--- src/rtl/seq_mult_64x64.sv ---
// Purpose : iterative 64x64 unsigned multiplier, full 128-bit product from four 32x32 partial products.
// Latency : fixed; finish_o pulses in the 6th cycle after the start cycle (NUM_MULS MUL cycles + ACC).
// Backpr. : none; start_i is sampled only while idle, and a start during busy_o is dropped, not queued.
//
// Ports:
//   clk_i        rising-edge clock
//   rst_ni       asynchronous active-low reset; aborts any operation in flight
//   start_i      request, accepted only in IDLE
//   busy_o       high while a multiplication is in flight
//   finish_o     one-cycle pulse, outdata_r_o is valid
//   indata_a_i   operand a (unsigned), latched at start acceptance
//   indata_b_i   operand b (unsigned), latched at start acceptance
//   outdata_r_o  product a*b, held until the next ACC cycle overwrites it
//
// Optional macro: SEQ_MULT_ASSERT_EN compiles in simulation-only protocol checks.
// The datapath is identical with or without it.

module seq_mult_64x64 #(
  parameter int NUM_MULS = 4,
  parameter int DATA_W   = 64
) (
  input  logic                clk_i,
  input  logic                rst_ni,
  input  logic                start_i,
  output logic                busy_o,
  output logic                finish_o,
  input  logic [DATA_W-1:0]   indata_a_i,
  input  logic [DATA_W-1:0]   indata_b_i,
  output logic [2*DATA_W-1:0] outdata_r_o
);

  localparam int HALF_W = DATA_W / 2;
  localparam int RES_W  = 2 * DATA_W;
  localparam int CNT_W  = $clog2(NUM_MULS);
  localparam int SH_W   = $clog2(RES_W);

  typedef enum logic [1:0] {
    S_IDLE,
    S_MUL,
    S_ACC
  } state_t;

  state_t            state;
  logic [CNT_W-1:0]  cnt;
  logic [DATA_W-1:0] a_q;
  logic [DATA_W-1:0] b_q;
  logic [RES_W-1:0]  acc;

  logic [HALF_W-1:0] pp_a;
  logic [HALF_W-1:0] pp_b;
  logic [SH_W-1:0]   pp_sh;
  logic [DATA_W-1:0] pp_prod;
  logic [RES_W-1:0]  pp_ext;

  // Half-operand and offset selection for the partial product of this cycle.
  // Order: a0*b0 @0, a0*b1 @32, a1*b0 @32, a1*b1 @64.
  always_comb begin
    pp_a  = a_q[HALF_W-1:0];
    pp_b  = b_q[HALF_W-1:0];
    pp_sh = '0;
    case (cnt)
      2'd1: begin
        pp_a  = a_q[HALF_W-1:0];
        pp_b  = b_q[DATA_W-1:HALF_W];
        pp_sh = SH_W'(HALF_W);
      end
      2'd2: begin
        pp_a  = a_q[DATA_W-1:HALF_W];
        pp_b  = b_q[HALF_W-1:0];
        pp_sh = SH_W'(HALF_W);
      end
      2'd3: begin
        pp_a  = a_q[DATA_W-1:HALF_W];
        pp_b  = b_q[DATA_W-1:HALF_W];
        pp_sh = SH_W'(DATA_W);
      end
      default: begin
        pp_a  = a_q[HALF_W-1:0];
        pp_b  = b_q[HALF_W-1:0];
        pp_sh = '0;
      end
    endcase
  end

  // Zero-extend before multiplying so the full 64-bit partial product is kept.
  assign pp_prod = {{HALF_W{1'b0}}, pp_a} * {{HALF_W{1'b0}}, pp_b};
  assign pp_ext  = {{DATA_W{1'b0}}, pp_prod} << pp_sh;

  always_ff @(posedge clk_i or negedge rst_ni) begin
    if (!rst_ni) begin
      state       <= S_IDLE;
      cnt         <= '0;
      a_q         <= '0;
      b_q         <= '0;
      acc         <= '0;
      busy_o      <= 1'b0;
      finish_o    <= 1'b0;
      outdata_r_o <= '0;
    end else begin
      finish_o <= 1'b0;
      case (state)
        S_IDLE: begin
          if (start_i) begin
            a_q    <= indata_a_i;
            b_q    <= indata_b_i;
            acc    <= '0;
            cnt    <= '0;
            busy_o <= 1'b1;
            state  <= S_MUL;
          end
        end
        S_MUL: begin
          // Sum of all four terms is a*b < 2^128, so the 128-bit add never wraps.
          acc <= acc + pp_ext;
          if (cnt == CNT_W'(NUM_MULS - 1)) begin
            state <= S_ACC;
          end else begin
            cnt <= cnt + CNT_W'(1);
          end
        end
        S_ACC: begin
          outdata_r_o <= acc;
          finish_o    <= 1'b1;
          busy_o      <= 1'b0;
          state       <= S_IDLE;
        end
        default: begin
          busy_o <= 1'b0;
          state  <= S_IDLE;
        end
      endcase
    end
  end

`ifdef SEQ_MULT_ASSERT_EN
  a_finish_single: assert property (@(posedge clk_i) disable iff (!rst_ni)
    finish_o |=> !finish_o);

  a_finish_not_busy: assert property (@(posedge clk_i) disable iff (!rst_ni)
    finish_o |-> !busy_o);

  a_operands_known: assert property (@(posedge clk_i) disable iff (!rst_ni)
    (start_i && !busy_o) |-> !$isunknown({indata_a_i, indata_b_i}));

  always @(posedge clk_i) begin
    if (rst_ni && start_i && busy_o) begin
      $warning("seq_mult_64x64: start_i while busy_o, request ignored");
    end
  end
`endif

endmodule

--- config.mk ---
export PLATFORM = sky130hd
export DESIGN_NAME = seq_mult_64x64
export DESIGN_NICKNAME = d
export VERILOG_FILES = /design/src/rtl/seq_mult_64x64.sv
export SDC_FILE = /design/constraint.sdc
export NUM_CORES = 2
export LEC_CHECK = 0
export CORE_MARGIN = 5
export CORE_UTILIZATION = 40
export CTS_CLUSTER_SIZE = 30
export DETAILED_ROUTE_END_ITERATION = 8
export GPL_TIMING_DRIVEN = 0
export HOLD_SLACK_MARGIN = 0.08
export PLACE_DENSITY = 0.67
export SYNTH_ARGS = -nofsm -noshare
export SYNTH_HDL_FRONTEND = slang
export SYNTH_SLANG_ARGS = --single-unit
export TNS_END_PERCENT = 1
--- constraint.sdc ---
create_clock -name clk_i -period 23.5 [get_ports clk_i]
set_input_delay 3.525 -clock clk_i [delete_from_list [all_inputs] [get_ports clk_i]]
set_output_delay 3.525 -clock clk_i [all_outputs]
set_load 0.005 [all_outputs]
**Yosys cells after proc, flatten, opt, wreduce, memory -nomap -nowiden**

Index checks and enable logic that the tools add are counted.
Widths: inputs -> output; s select.

- Register bits after elaboration: 390
- Input bits: 131
- Output and inout bits: 130
- Word-level logic and storage cells: 45

- Add/subtract/negate cells: 2
- Multipliers: 1
- Eq/ne operators: 8
- Shift-type cells: 1
- Multiplexer cells: 14
- Bitwise operators: 1
- Reduce and logical (&&, ||, !) cells: 10

Operators by type and width:

| operator | number |
|---|---|
| $pmux 128 s2 | 1 |
| $add 128x128->128 | 1 |
| $mux 128 | 1 |
| $shl 64x7->128 | 1 |
| $mul 32x32->64 | 1 |
| $mux 32 | 2 |
| $pmux 7 s2 | 1 |
| $mux 2 | 4 |
| $pmux 2 s2 | 2 |
| $reduce_and 2->1 | 4 |
| $eq 2x2->1 const B | 3 |
| $ne 2x2->1 const B | 3 |
| $reduce_or 2->1 | 3 |
| $eq 2x1->1 const B | 2 |
| $reduce_and 3->1 | 1 |
| $add 2x1->2 const B | 1 |
| $logic_not 2->1 | 1 |
| $mux 1 | 2 |
| $pmux 1 s2 | 1 |
| $reduce_bool 2->1 | 1 |
| $not 1->1 | 1 |

**Longest topological paths before layout**

- Depth after elaboration: 7
- Depth in mapped cells: 50
- Gate-level depth less buffers: 45

**Worst setup path before layout**

OpenSTA, ideal clock, no wires.

- Kind: register -> register
- Start point: register cnt[0]
- End point: register acc[127]
- Library setup time: 0.126 ns
- Arrival: 11.813 ns
- Data required time: 23.374 ns
- Setup slack: 11.561 ns
- Stages on the path, launching flop included: 45
- Buffers on the path: 5
- Clock period less this slack: 11.939 ns
- Path through: dfrtp_1 -> ha_1 -> clkbuf_1 -> nor2_1 -> clkbuf_1 -> mux2i_1 -> clkbuf_1 -> nor2_1 -> fa_1 -> fa_1 -> fa_1 -> inv_1 -> fa_1 -> inv_1 -> fa_1 -> fa_1 -> fa_1 -> fa_1 -> [... 9 more ...] -> a31oi_1 -> o21ai_1 -> xnor2_1 -> o22ai_1 -> ha_1 -> buf_2 -> a21oi_1 -> o21bai_1 -> a211oi_1 -> a21oi_1 -> a211o_1 -> o21ba_1 -> o21a_1 -> o211ai_1 -> a21oi_1 -> or4_4 -> and2_0 -> a221o_1

- Cells in the longest elaborated chain, start to end: 7
- Elaborated cells between the ends (all ways): 13
- Those cells by class: add/sub: 1; mul: 1; eq/ne: 3; shift: 1; mux: 4; reduce/logical: 3

Ends and longest elaborated chain:

| element | RTL line | text |
|---|---|---|
| start: declaration | 44 | `logic [CNT_W-1:0] cnt;` |
| start signal: assignment | 118 | `cnt <= cnt + CNT_W'(1);` |
| $eq 2x2->1 or $eq 2x1->1 (tied branches) | 61 | `case (cnt)` |
| $reduce_or 2->1 (no line) | n/a |  |
| $mux 32 | 61 |  |
| $mul 32x32->64 | 86 | `assign pp_prod = {{HALF_W{1'b0}}, pp_a} * {{HALF_W{1'b0}}, pp_b};` |
| $shl 64x7->128 * | 87 | `assign pp_ext = {{DATA_W{1'b0}}, pp_prod} << pp_sh;` |
| $add 128x128->128 * | 114 | `acc <= acc + pp_ext;` |
| $pmux 128 s2 * | 101 | `case (state)` |
| end signal: assignment | 114 |  |
| end: declaration | 47 | `logic [RES_W-1:0] acc;` |

Mark *: on every way between the ends. The rest lies on a longest branch, timed or not.
A chain may end at the register's enable or synchronous reset.

**Final worst setup path**

- Start point: register cnt[0]
- End point: register acc[120]

Same word-level chain as after synthesis.

==> run summary <==
status = finished with violations
failing checks = max-capacitance violations, max-slew violations
register area share after synthesis = 17.2%
area occupied by multi-input gates = 0.0422 sq mm
initial DRC count = 4601
GPL Wtd Cong = 1.05
global route overflow = 0
Crit path buffers/inverters = 9
Pins Over Slew Limit = 2
clk_lat worst skew = 670 ps
RSZ-0062 raised after global routing = false
Critical Path Source Type = register
# nets final = 7986
CP delay by family, top = adder cells
CTS Buf Count = 47
Seq cells post-synth = 390
CTS sink count = 390
Synth Warn # = 0
root buf cell = clkbuf_16
Post-Synth XOR/XNOR Area = 2.83%
Min-Delay Path Class = register to register
Crit path largest cell delay = 1070 ps
CP Data Arrival Time = 18900 ps
final setup violating endpoints = 0
commonest non-fill, non-tap cells in the layout = 913 x inv_1, 897 x fa_1, 765 x nor2_1
hold_buf cts = 0
largest family of logic cells by synthesized area = adder cells
worst slew pin tran = 1500 ps
CTS tree = done
crit path time final = 18320 ps
setup ws final = 5180 ps
Port Buf Inserts = 260
Max Freq = 0.0546 GHz
max_cap viols = 3
die height = 386 um
Yosys top cell area share = 31.7%
EDFF count, synth = 0
post-synthesis mux area share = 7.79%
CP Max Fanout = 10
Post-Synth Simple-Gate Area = 13.5%
Worst EP required = 24080 ps
clk slew on worst S/H paths = 60 ps
Mean Syn Cell Area = 9.07 sq um
Initial DRT Pass Iterations = 9
vias = 48.3k
Post-Synth Adder-Cell Area = 40.4%
final hold violation count = 0
Total GRT Usage = 30.8%
Setup CP Type = register to register
final antenna-violating net count = 0
post-DR vias/cell = 5.69
HPWL Detailed = 194000 um
number of global-route vias before repair = 49.4k
syn_nets = 7663
largest net degree at the start of global routing = 114
most frequent CP cell = fa_1
layout cells sized above 1 = 7.50%
setup TNS = 0 ps
Rel. slew slack = -2.60%
top post-synthesis cells by area = fa_1 32%, dfrtp_1 17%, ha_1 8.7%
slowest cell on the critical path = mux2i_1
first-pass GRT wire length = 334000 um
clock skew = 42.1 ps
initial antenna violation count = 11
worst slack at placement = 5790 ps
asr flop ratio synth = 100%
post-synthesis cell type count = 88
Syn Inst Count = 6242
Final period util = 78.0%
Die X = 386 um
drt drc = 0
Synth Area in Compound Gates = 9.83%
Die ar. = 0.149 sq mm
ys flop type = dfrtp_1
cell taking the most area after synthesis = fa_1
# resized after CTS = 0
Post-Syn Area = 0.0566 sq mm
# IOs = 261
Initial Util = 40.1%
H-Tree Depth = 2
Core ar. = 0.141 sq mm
Fillers = 13.7k
Synth-to-Final Area Change = 12.0%
num rows = 138
register area = 0.00976 sq mm
most common cell after layout, fill and taps aside = inv_1
WL final = 230000 um
CTS Buffer Depth = 3
WL/cell = 27.1 um
Critical Path Sink Type = register
Setup Fix Bufs, Post-CTS = 0
[cells by family after synthesis]
kind of cell | Yosys count
compound gates | 908
mux | 399
fa+ha+maj | 1290
buf+inv | 1250
flops | 390
xor+xnor | 183
simple gates | 1822
[per-stage QoR]
| step | instances | cell area [sq um] | hold slack (ps) | utilization, % |
|---|---|---|---|---|
| after global routing | 8489 | 63400 | 528 | 44.9 |
| after global placement | 8392 | 61600 | 486 | 43.6 |
| after CTS | 8485 | 63300 | 508 | 44.9 |
| final | 8490 | 63400 | 507 | 44.9 |
| after floorplan | 6242 | 56600 | 472 | - |
| after detailed placement | 8403 | 61800 | 496 | 43.8 |
[layer usage]
| layer | share of wire [%] | up-vias | GRT usage, % |
|---|---|---|---|
| li1 | - | 20600 | - |
| met1 | 39 | 24300 | 39.4 |
| met2 | 43 | 2699 | 47.0 |
| met3 | 11 | 690 | 8.65 |
| met4 | 7.4 | 10 | 17.4 |
| met5 | 0.032 | - | 0 |
[cell usage after synthesis (63+ instances only)]
master	instances
a21o_1	106
a21oi_1	262
xnor2_1	104
mux2i_1	71
clkbuf_1	302
nand4_1	90
nand2_1	733
dfrtp_1	390
mux2_2	326
ha_1	393
o21bai_1	63
xor2_1	79
o21ai_0	246
inv_1	913
fa_1	897
nor2_1	766
[worst reg2reg max path: cells and delay by family, from the launching register on]
family,cells,cell delay (ps)
simple gates,15,4720
compound gates,8,3330
flops,1,420
buf+inv,9,3760
fa+ha+maj,11,4880
mux,1,1090
[final cells by class]
class | count | area share [%]
flip-flops and latches | 390 | 15.4
clock inverters | 30 | 0.456
inverters | 914 | 5.41
well taps | 1890 | 3.73
repair buffers | 274 | 4.49
multi-input cells | 4602 | 66.5
plain buffers | 336 | 2.05
diodes | 2 | 0.00790
clock buffers | 52 | 1.95
[final timing paths]
check | slack (ps) | from | to | cells after the start
worst max-delay path | 5180 | cnt[0] | acc[120] | 44
worst min-delay path | 510 | outdata_r_o[70] | outdata_r_o[70] | 1
worst max register to register | 5180 | cnt[0] | acc[120] | 44
worst min register to register | 510 | outdata_r_o[70] | outdata_r_o[70] | 1
max in group asynchronous | 19120 | rst_ni | a_q[12] | 3
min in group asynchronous | 2860 | rst_ni | outdata_r_o[47] | 1
[sequential cells by signal, summed over array words and instances, names as in the netlist]
signal and flops:
state 2, cnt 2, b_q 64, acc 128
outdata_r_o 128, finish_o 1, busy_o 1, a_q 64
Power is not shown: default switching activity piles up to over one toggle a cycle in this logic, so the estimate is an artifact.
